$ cat src/rtl/lab7_pkg.sv
// Shared lab 7 memory definitions: ram32x4 geometry and the scan reader state encoding.
package lab7_pkg;

  localparam int unsigned RAM_DEPTH  = 32;
  localparam int unsigned RAM_ADDR_W = 5;
  localparam int unsigned RAM_DATA_W = 4;

  typedef enum logic [1:0] {
    IDLE    = 2'd0,
    ISSUE   = 2'd1,
    CAPTURE = 2'd2,
    HOLD    = 2'd3
  } scan_state_t;

endpackage

$ cat src/rtl/rate_divider.sv
// Down-counter that pulses tick for one cycle, TICK_COUNT-1 cycles after load.
module rate_divider #(
  parameter int unsigned TICK_COUNT = 50_000_000
) (
  input  logic clock,
  input  logic reset,
  input  logic load,
  output logic tick
);

  localparam int unsigned CNT_W = (TICK_COUNT > 2) ? $clog2(TICK_COUNT) : 1;

  logic [CNT_W-1:0] count;

  // tick is registered, so it rises in the cycle the count reaches zero
  always_ff @(posedge clock) begin
    if (reset) begin
      count <= '0;
      tick  <= 1'b0;
    end else if (load) begin
      count <= CNT_W'(TICK_COUNT - 1);
      tick  <= 1'b0;
    end else if (count != '0) begin
      count <= count - CNT_W'(1);
      tick  <= (count == CNT_W'(1));
    end else begin
      tick  <= 1'b0;
    end
  end

endmodule

$ cat src/rtl/ram_scan_reader.sv
// Read-side scanner for ram32x4: walks addresses at a programmable rate or per step
// pulse, yielding the RAM port to the writer whenever wr_busy is high.
module ram_scan_reader
  import lab7_pkg::*;
#(
  parameter int unsigned TICK_COUNT = 50_000_000,
  parameter int unsigned ADDR_W     = RAM_ADDR_W,
  parameter int unsigned DATA_W     = RAM_DATA_W
) (
  input  logic              clock,
  input  logic              reset,
  input  logic              enable,
  input  logic              step,
  input  logic              wr_busy,
  input  logic [DATA_W-1:0] ram_q,
  output logic [ADDR_W-1:0] ram_addr,
  output logic              port_owned,
  output logic [ADDR_W-1:0] disp_addr,
  output logic [DATA_W-1:0] disp_data,
  output logic              disp_valid,
  output logic              wrap
);

  localparam logic [ADDR_W-1:0] LAST_ADDR = ADDR_W'(RAM_DEPTH - 1);

  scan_state_t       state, state_nxt;
  logic [ADDR_W-1:0] cur_addr, cur_addr_nxt;
  logic              single, single_nxt;
  logic [ADDR_W-1:0] ram_addr_nxt, disp_addr_nxt;
  logic [DATA_W-1:0] disp_data_nxt;
  logic              port_owned_nxt, disp_valid_nxt, wrap_nxt;
  logic              load_c;
  logic              tick;

  rate_divider #(
    .TICK_COUNT(TICK_COUNT)
  ) u_rate_divider (
    .clock(clock),
    .reset(reset),
    .load (load_c),
    .tick (tick)
  );

  always_ff @(posedge clock) begin
    if (reset) state <= IDLE;
    else       state <= state_nxt;
  end

  always_comb begin
    state_nxt = state;
    case (state)
      IDLE:    if (enable || step) state_nxt = ISSUE;
      ISSUE:   if (!wr_busy) state_nxt = CAPTURE;
      CAPTURE: state_nxt = single ? IDLE : HOLD;
      HOLD:    if (tick) state_nxt = enable ? ISSUE : IDLE;
      default: state_nxt = IDLE;
    endcase
  end

  // Next values for the datapath; port ownership drops by default outside ISSUE/CAPTURE
  always_comb begin
    cur_addr_nxt   = cur_addr;
    single_nxt     = single;
    ram_addr_nxt   = ram_addr;
    disp_addr_nxt  = disp_addr;
    disp_data_nxt  = disp_data;
    disp_valid_nxt = disp_valid;
    port_owned_nxt = 1'b0;
    wrap_nxt       = 1'b0;
    load_c         = 1'b0;
    case (state)
      IDLE: begin
        if (enable)    single_nxt = 1'b0;
        else if (step) single_nxt = 1'b1;
      end
      ISSUE: begin
        if (!wr_busy) begin
          ram_addr_nxt   = cur_addr;
          port_owned_nxt = 1'b1;
        end
      end
      CAPTURE: begin
        disp_data_nxt  = ram_q;
        disp_addr_nxt  = cur_addr;
        disp_valid_nxt = 1'b1;
        cur_addr_nxt   = (cur_addr == LAST_ADDR) ? '0 : cur_addr + ADDR_W'(1);
        wrap_nxt       = (cur_addr == LAST_ADDR);
        load_c         = !single;
      end
      default: ;
    endcase
  end

  always_ff @(posedge clock) begin
    if (reset) begin
      cur_addr   <= '0;
      single     <= 1'b0;
      ram_addr   <= '0;
      port_owned <= 1'b0;
      disp_addr  <= '0;
      disp_data  <= '0;
      disp_valid <= 1'b0;
      wrap       <= 1'b0;
    end else begin
      cur_addr   <= cur_addr_nxt;
      single     <= single_nxt;
      ram_addr   <= ram_addr_nxt;
      port_owned <= port_owned_nxt;
      disp_addr  <= disp_addr_nxt;
      disp_data  <= disp_data_nxt;
      disp_valid <= disp_valid_nxt;
      wrap       <= wrap_nxt;
    end
  end

endmodule

$ cat config.mk
export PLATFORM = sky130hd
export DESIGN_NAME = ram_scan_reader
export DESIGN_NICKNAME = d
export VERILOG_FILES = /design/src/rtl/lab7_pkg.sv /design/src/rtl/rate_divider.sv /design/src/rtl/ram_scan_reader.sv
export SDC_FILE = /design/constraint.sdc
export NUM_CORES = 1
export LEC_CHECK = 0
export BUFFER_PORTS_ARGS = -buffer_cell sky130_fd_sc_hd__buf_2
export CAP_MARGIN = 20
export CORE_ASPECT_RATIO = 0.75
export CORE_MARGIN = 2
export CORE_UTILIZATION = 55
export DETAILED_ROUTE_END_ITERATION = 16
export GPL_ROUTABILITY_DRIVEN = 0
export PLACE_DENSITY = 0.81
export SKIP_CTS_REPAIR_TIMING = 1
export SYNTH_ARGS = -nofsm -noshare
export SYNTH_HDL_FRONTEND = slang
export SYNTH_SLANG_ARGS = --single-unit
$ cat constraint.sdc
create_clock -name clock -period 4.87 [get_ports clock]
set_input_delay 0.2435 -clock clock [delete_from_list [all_inputs] [get_ports clock]]
set_output_delay 0.2435 -clock clock [all_outputs]
set_load 0.03 [all_outputs]
==> impl_metrics.ini, run 1 <==
[outcome]
status = finished clean

[power]
ir_worst_vdd_uv = 354
combPwrFrac_pct = 45.6
total_power_w = 0.00163
power.density_nw_per_um2 = 640
seq_power_share_pct = 38.6
p_int_w = 0.000915
pwr-share-clk_pct = 15.7
total_leakage_power_nw = 0.974
p_switching_w = 0.000710
p_sw_share_pct = 43.7

[floorplanning]
fp.dieH_um = 60.2
num_rows = 20
num_io_pins = 26
dieArea_um2 = 4750
core_area_um2 = 4050
initial_core_util_pct = 57.1
die_w_um = 78.9

[critical_path]
cp.required_ns = 5.05
critPathLaunchType = register
worst-setup-path-type = reg2reg
cp-startpoint = state[1]
end_kind = register
worstPathCellList = nor2b_1 > nand2b_1 > nand2b_1 > or4b_2 > nor3_1
r2r-start = state[1]
cp.arrival_ns = 2.94
crit_buf_inv = 0
critPathSlowestCell = nor2b_1
reg2reg_slack_ns = 2.11
crit_family = simple AND/OR/NAND/NOR gates
r2r-end = u_rate_divider.tick
cp_slowest_stage_delay_ns = 0.77
worstRegToRegCells = 5
cp_max_fo = 20
path_common_cell = nand2b_1

[min_path]
hp-class = in2reg
hold_depth = 2
hold_start = enable
hold_end = single

[route]
post-route-drc-count = 0
avgViaCountPerCell = 5.81
drt_wl_total_um = 4780
first_pass_iters = 4
ant_nets = 0
dr_total_vias = 1976
wl_per_cell_um = 14.0
drt_iter0_drc = 201

[synthesis]
synth_top_area_share_pct = 44.9
synth.cell_area_um2 = 2320
synth_enable_flop_cells = 0
synthArstFlopShare_pct = 0
synth_ff_type = dfxtp_1
synth.distinct_cells = 43
seq_area_frac_synth_pct = 44.9
syn_nets = 280
ys_warn_count = 0
synth_area_leaders = dfxtp_1 (45%), a21oi_1 (6.9%), xor2_1 (5.3%), nand2_1 (4.1%), nor2_1 (3.9%)
synthCells = 267
synth_top_cell_by_area = dfxtp_1
ys_ff_latch = 52
avgSynthCellArea_um2 = 8.67

[sta]
fin_skew_ns = 0.00704
rsz0062_at_grt = no
setup_viol = 0
slew_headroom_pct = 38.7
slew_viol_final = 0
finalSetupTns_ns = 0
hold_viol = 0
fmaxAchievable_mhz = 363
period_minus_slack_ns = 2.76
fin_crit_sh_pct = 56.6
tightestPinTransition_ns = 0.917

[final_layout]
fin_nets = 297
final_area_um2 = 2540
antenna_cells = 0
layout_common_cells = dfxtp_1 (52), a21oi_1 (32), nand2_1 (25), buf_2 (25), nor2_1 (24)
utilization_pct = 62.6
nFillCells = 359
drive_gt1_share_pct = 14.4
final_common_cell = dfxtp_1
syn2layout_area_growth_pct = 9.62

[cts]
clockBufferDepth = 2
cts_buffers = 5
cts-root-buf = clkbuf_8
clock_latency_ns = 0.31
cts_sinks = 52
clkTransAtPathRegs_ns = 0.09
htree_levels = 2
cts_tree = yes

[global_routing]
grt_pass1_vias = 1641
grt_max_degree = 45
track_usage_pct = 21.9
grt_remaining_overflow = 0
grt_first_pass_wirelength_um = 7920
antenna_found_initial = 0

[run]
max_cap_violations = 0

[placement]
placed_cell_area_um2 = 2440
dpl.hpwl_um = 3250
numPortBuffers = 25
[sequential cells by signal, indices dropped and copies added (netlist names)]
| register | cells |
|---|---|
| cur_addr | 5 |
| disp_addr | 5 |
| disp_data | 4 |
| disp_valid | 1 |
| port_owned | 1 |
| ram_addr | 5 |
| single | 1 |
| state | 2 |
| u_rate_divider.count | 26 |
| u_rate_divider.tick | 1 |
| wrap | 1 |
[worst reg2reg max path, delay by kind of cell (launching register included)]
| kind | cells | cell delay, ns |
|---|---|---|
| AND/OR/NAND/NOR | 5 | 2.19 |
| flip-flops | 1 | 0.45 |
[power by group through the flow]
stage	registers, W	logic (W)	clock network (W)
6_report	0.000628	0.000741	0.000256
5_1_grt	0.000642	0.000835	0.000280
4_1_cts	0.000625	0.000734	0.000261
3_5_place_dp	0.000632	0.000727	0
3_3_place_gp	0.000631	0.000718	0
2_1_floorplan	0.000614	0.000616	0
[area by class of cell]
class / count / area, µm² / area share [%]
Multi-Input combinational cell: 197 / 1200 / 47.2
Clock buffer: 7 / 86.3 / 3.40
Timing Repair Buffer: 25 / 125 / 4.93
Tap cell: 55 / 68.8 / 2.71
Inverter: 3 / 11.3 / 0.444
Sequential cell: 52 / 1040 / 41.0
Clock inverter: 1 / 7.51 / 0.296
[synth_stat cells, types with 6 or more instances]
library cell,n
a21oi_1,32
nand2b_1,6
clkbuf_1,13
dfxtp_1,52
nor2_1,24
nor3_1,7
xor2_1,14
nor4_1,8
nand2_1,25
a31oi_1,7
o21ai_0,12
[metal layers]
metal	routed length, µm	global-route usage [%]	up-vias
li1	-	-	995
met1	2420	32.7	915
met3	256	4.38	9
met2	2000	29.4	57
met4	98	11.3	0
met5	0	0	-
[cells by family (layout without fill, tap and decap cells)]
kind of cell,Yosys count,in the layout,synth area share [%]
AOI/OAI and AO/OA,68,68,16.8
buffers and inverters,18,36,3.30
muxes,6,6,2.81
xor gates and xnor gates,15,15,5.67
DFF,52,52,44.9
and+or+nand+nor,104,104,24.3
adders and majority gates,4,4,2.16
[worst max-delay path by stage]
stage | slack, ns | endpoint | cells past startpoint
final | 2.11 | u_rate_divider.tick | 5
after global routing | 1.79 | u_rate_divider.tick | 5
after CTS | 2.14 | u_rate_divider.tick | 5
after detailed placement | 2.16 | u_rate_divider.tick | 5
after global placement | 2.24 | u_rate_divider.tick | 5
after floorplan | 2.57 | u_rate_divider.count[1] | 6
[stage by stage]
step / setup WS (ns) / hold WS, ns / instances
floorplan: 2.57 / 0.340 / 267
global placement: 2.24 / 0.441 / 332
detailed placement: 2.16 / 0.447 / 332
CTS: 2.14 / 0.141 / 340
global route: 1.79 / 0.143 / 340
finish: 2.11 / 0.139 / 340
No activity file was read; power rests on OpenSTA's default activity.
==> run 2, diff against run 1 <==
==> constraint.sdc (replaced) <==
create_clock -name clock -period 2.72 [get_ports clock]
set_input_delay 0.136 -clock clock [delete_from_list [all_inputs] [get_ports clock]]
set_output_delay 0.136 -clock clock [all_outputs]
set_load 0.03 [all_outputs]
==> impl_metrics.ini, run 2 (synthesis gave the netlist of run 1 again) <==
[final_layout]
final_common_cell = dfxtp_1
antenna_cells = 0
regMostFlops = u_rate_divider.count
fin_nets = 303
final_cell_count_no_fill = 346
final_area_um2 = 2580
syn2layout_area_growth_pct = 11.3
layout_common_cells = dfxtp_1 (52), a21oi_1 (32), nand2_1 (25), buf_2 (25), nor2_1 (24)
largest_reg_flops = 26
drive_gt1_share_pct = 16.2

[cts]
cts_buffers = 5
cts_sinks = 52
clkTransAtPathRegs_ns = 0.09
htree_levels = 2
cts_tree = yes
cts-root-buf = clkbuf_8
clockBufferDepth = 2
clock_latency_ns = 0.29

[floorplanning]
num_io_pins = 26
num_rows = 20
die_w_um = 78.9
fp.dieH_um = 60.2
initial_core_util_pct = 57.1
dieArea_um2 = 4750
core_area_um2 = 4050

[placement]
placed_cell_area_um2 = 2490
dpl.hpwl_um = 3400
dp.cells = 338
pre_cts_ws_ns = 0.296
numPortBuffers = 25

[global_routing]
grt_pass1_vias = 1653
antenna_found_initial = 0
grt_max_degree = 44
grt_first_pass_wirelength_um = 7880
grt_remaining_overflow = 0
track_usage_pct = 21.3

[sta]
whs_ns = 0.0606
fin_skew_ns = 0.00579
hold_viol = 0
period_minus_slack_ns = 2.46
slew_headroom_pct = 53.0
slew_viol_final = 0
rsz0062_at_grt = no
fin_crit_sh_pct = 90.4
setup_viol = 0
finalSetupTns_ns = 0
fmaxAchievable_mhz = 407
tightestPinTransition_ns = 0.705
setup_ws_ns = 0.260

[run]
max_cap_violations = 0

[route]
drt_wl_total_um = 4930
drt_iter0_drc = 180
dr_total_vias = 2032
avgViaCountPerCell = 5.87
first_pass_iters = 5
wl_per_cell_um = 14.2
post-route-drc-count = 0
ant_nets = 0

[critical_path]
reg2reg_slack_ns = 0.26
cp.arrival_ns = 2.69
worst-setup-path-type = reg2reg
worstRegToRegCells = 5
critPathLaunchType = register
r2r-start = u_rate_divider.count[8]
cp.required_ns = 2.95
r2r-end = u_rate_divider.count[1]
cp_max_fo = 8
end_kind = register

[min_path]
hold_depth = 2
hold_end = single
hp-class = in2reg
hold_start = enable

[power]
ir_worst_vdd_uv = 698
power.density_nw_per_um2 = 1150
combPwrFrac_pct = 47.9
p_switching_w = 0.00129
pwr-share-clk_pct = 14.3
p_sw_share_pct = 43.3
seq_power_share_pct = 37.8
total_leakage_power_nw = 0.999
p_int_w = 0.00169

[outcome]
status = finished clean
==> run 2: changes by cell type in the layout (fill, tap and decap cells not counted), sizes merged <==
| cell | change |
|---|---|
| clkbuf | -1 |
| clkinv | +1 |
| buf | +6 |
==> run 2: worst max-delay path by stage <==
stage	start	to	slack (ns)	cells past startpoint
after CTS	u_rate_divider.count[8]	u_rate_divider.count[1]	0.27	5
after global placement	u_rate_divider.count[8]	u_rate_divider.count[1]	0.36	5
after floorplan	u_rate_divider.count[3]	u_rate_divider.count[1]	0.42	6
after global routing	u_rate_divider.count[8]	u_rate_divider.count[23]	0.12	5
after detailed placement	u_rate_divider.count[8]	u_rate_divider.count[1]	0.30	5
final	u_rate_divider.count[8]	u_rate_divider.count[1]	0.26	5
==> run 2: layout make-up <==
class / count / area, µm²
Clock buffer: 6 / 72.6
Timing Repair Buffer: 31 / 170
Multi-Input combinational cell: 197 / 1200
Tap cell: 55 / 68.8
Inverter: 3 / 11.3
Fill cell: 389 / 1480
Clock inverter: 2 / 16.3
Sequential cell: 52 / 1040
==> run 2: per-stage QoR <==
| step | utilization, % | total power [W] |
|---|---|---|
| after floorplan | - | 0.00220 |
| after global placement | 61.4 | 0.00250 |
| after detailed placement | 61.4 | 0.00253 |
| after CTS | 63.6 | 0.00296 |
| after global routing | 63.6 | 0.00321 |
| final | 63.6 | 0.00297 |
==> run 2: routing by layer <==
metal / GRT usage (%) / vias up / routed length, µm
li1: - / 1004 / -
met1: 31.7 / 961 / 2460
met2: 30.2 / 63 / 2160
met3: 5.14 / 4 / 264
met4: 6.90 / 0 / 46
met5: 0 / - / 0
==> run 2: critical path, stage by stage (launching register included) <==
cell and delay [ns]:
dfxtp_1 0.36, or4_1 0.71, or4_4 0.59, or2_4 0.30, mux2_4 0.31, a21oi_2 0.13
==> run 2: power by group through the flow <==
stage	Combinational [W]	Sequential [W]	Clock [W]
floorplan	0.00110	0.00110	0
global placement	0.00137	0.00113	0
detailed placement	0.00139	0.00113	0
CTS	0.00140	0.00112	0.000436
global route	0.00158	0.00115	0.000477
finish	0.00142	0.00112	0.000425
==> run 3, diff against run 2 <==
--- a/config.mk
+++ b/config.mk
@@ -10,8 +10,10 @@
 export CORE_ASPECT_RATIO = 0.75
 export CORE_MARGIN = 2
 export CORE_UTILIZATION = 55
+export CTS_CLUSTER_SIZE = 30
 export DETAILED_ROUTE_END_ITERATION = 16
 export GPL_ROUTABILITY_DRIVEN = 0
+export MAX_ROUTING_LAYER = met4
 export PLACE_DENSITY = 0.81
 export SKIP_CTS_REPAIR_TIMING = 1
 export SYNTH_ARGS = -nofsm -noshare
==> impl_metrics.ini, run 3 (synthesis gave the netlist of run 1 again) <==
[outcome]
status = finished clean

[floorplanning]
die_w_um = 78.9
dieArea_um2 = 4750
fp.dieH_um = 60.2
initial_core_util_pct = 57.1
num_io_pins = 26
num_rows = 20
core_area_um2 = 4050

[route]
dr_total_vias = 2036
drt_wl_total_um = 4910
drt_iter0_drc = 172
wl_per_cell_um = 14.2
first_pass_iters = 4
avgViaCountPerCell = 5.88
ant_nets = 0
post-route-drc-count = 0

[sta]
fin_crit_sh_pct = 90.4
setup_viol = 0
slew_headroom_pct = 53.3
finalSetupTns_ns = 0
hold_viol = 0
slew_viol_final = 0
fmaxAchievable_mhz = 407
tightestPinTransition_ns = 0.700
fin_skew_ns = 0.00582
period_minus_slack_ns = 2.46
rsz0062_at_grt = no

[critical_path]
endpoint = u_rate_divider.count[1]
worst-setup-path-type = reg2reg
r2r-start = u_rate_divider.count[8]
critPathLaunchType = register
reg2reg_slack_ns = 0.26
end_kind = register
cp_slowest_stage_delay_ns = 0.71
cp-startpoint = u_rate_divider.count[8]
cp.required_ns = 2.95
worstPathCellList = or4_1 > or4_4 > or2_4 > mux2_4 > a21oi_2
cp.arrival_ns = 2.69
cp_max_fo = 8
r2r-end = u_rate_divider.count[1]
worstRegToRegCells = 5
critPathSlowestCell = or4_1

[final_layout]
regArea_um2 = 1040
nFillCells = 389
drive_gt1_share_pct = 16.2
final_common_cell = dfxtp_1
layout_common_cells = dfxtp_1 (52), a21oi_1 (32), nand2_1 (25), buf_2 (25), nor2_1 (24)
multiInputGateArea_um2 = 1200
largest_reg_flops = 26
antenna_cells = 0
regMostFlops = u_rate_divider.count
syn2layout_area_growth_pct = 11.3
fin_nets = 303

[global_routing]
grt_max_degree = 44
track_usage_pct = 21.9
antenna_found_initial = 0
grt_remaining_overflow = 0
grt_pass1_vias = 1649
grt_first_pass_wirelength_um = 7880

[run]
max_cap_violations = 0

[placement]
dpl.hpwl_um = 3400
numPortBuffers = 25

[power]
ir_worst_vdd_uv = 697
power.density_nw_per_um2 = 1150
total_leakage_power_nw = 0.999
total_power_w = 0.00297

[cts]
cts_sinks = 52
clock_latency_ns = 0.29
cts_tree = yes
clockBufferDepth = 2
cts_buffers = 5
htree_levels = 2
cts-root-buf = clkbuf_8
clkTransAtPathRegs_ns = 0.09

[min_path]
hp-class = in2reg
[run 3: cell counts in the layout (fill, tap and decap cells not counted)]
No cell type changed its count.
[run 3: layout make-up]
class	count	share of cell area, %
multi-input cells	197	46.5
flip-flops and latches	52	40.4
repair buffers	31	6.60
clock buffers	6	2.81
well taps	55	2.67
clock inverters	2	0.631
inverters	3	0.437
[run 3: worst max-delay path: cells and delay by family, from the launching register on]
kind | cells | cell delay [ns]
flip-flops | 1 | 0.36
multiplexers | 1 | 0.31
AO/OA/AOI/OAI | 1 | 0.13
AND/OR/NAND/NOR | 3 | 1.60
[run 3: worst min-delay path by stage]
stage	startpoint	endpoint	cells after the start
final	enable	single	2
after global routing	enable	single	2
after CTS	enable	single	2
after detailed placement	enable	single	2
after global placement	enable	single	2
after floorplan	enable	single	1
[run 3: per-stage QoR]
step / cell area (µm²) / hold slack [ns] / instances / utilization [%] / setup WS, ns
2_1_floorplan: 2320 / 0.233 / 267 / - / 0.421
3_3_place_gp: 2490 / 0.351 / 338 / 61.4 / 0.361
3_5_place_dp: 2490 / 0.358 / 338 / 61.4 / 0.296
4_1_cts: 2580 / 0.0499 / 346 / 63.6 / 0.272
5_1_grt: 2580 / 0.0564 / 346 / 63.6 / 0.118
6_report: 2580 / 0.0614 / 346 / 63.6 / 0.261
[run 3: layer usage]
metal	track usage, %	part of all wire (%)
met3	5.14	5.7
met2	30.2	44
met1	31.7	49
met4	6.90	0.92
met5	-	0
[run 3: where the power goes]
| group | leakage (nW) | switching (W) | internal, W |
|---|---|---|---|
| Combinational | 0.534 | 0.000852 | 0.000573 |
| Sequential | 0.424 | 0.000193 | 0.000931 |
| Clock | 0.0414 | 0.000241 | 0.000183 |
| Total | 0.999 | 0.00129 | 0.00169 |
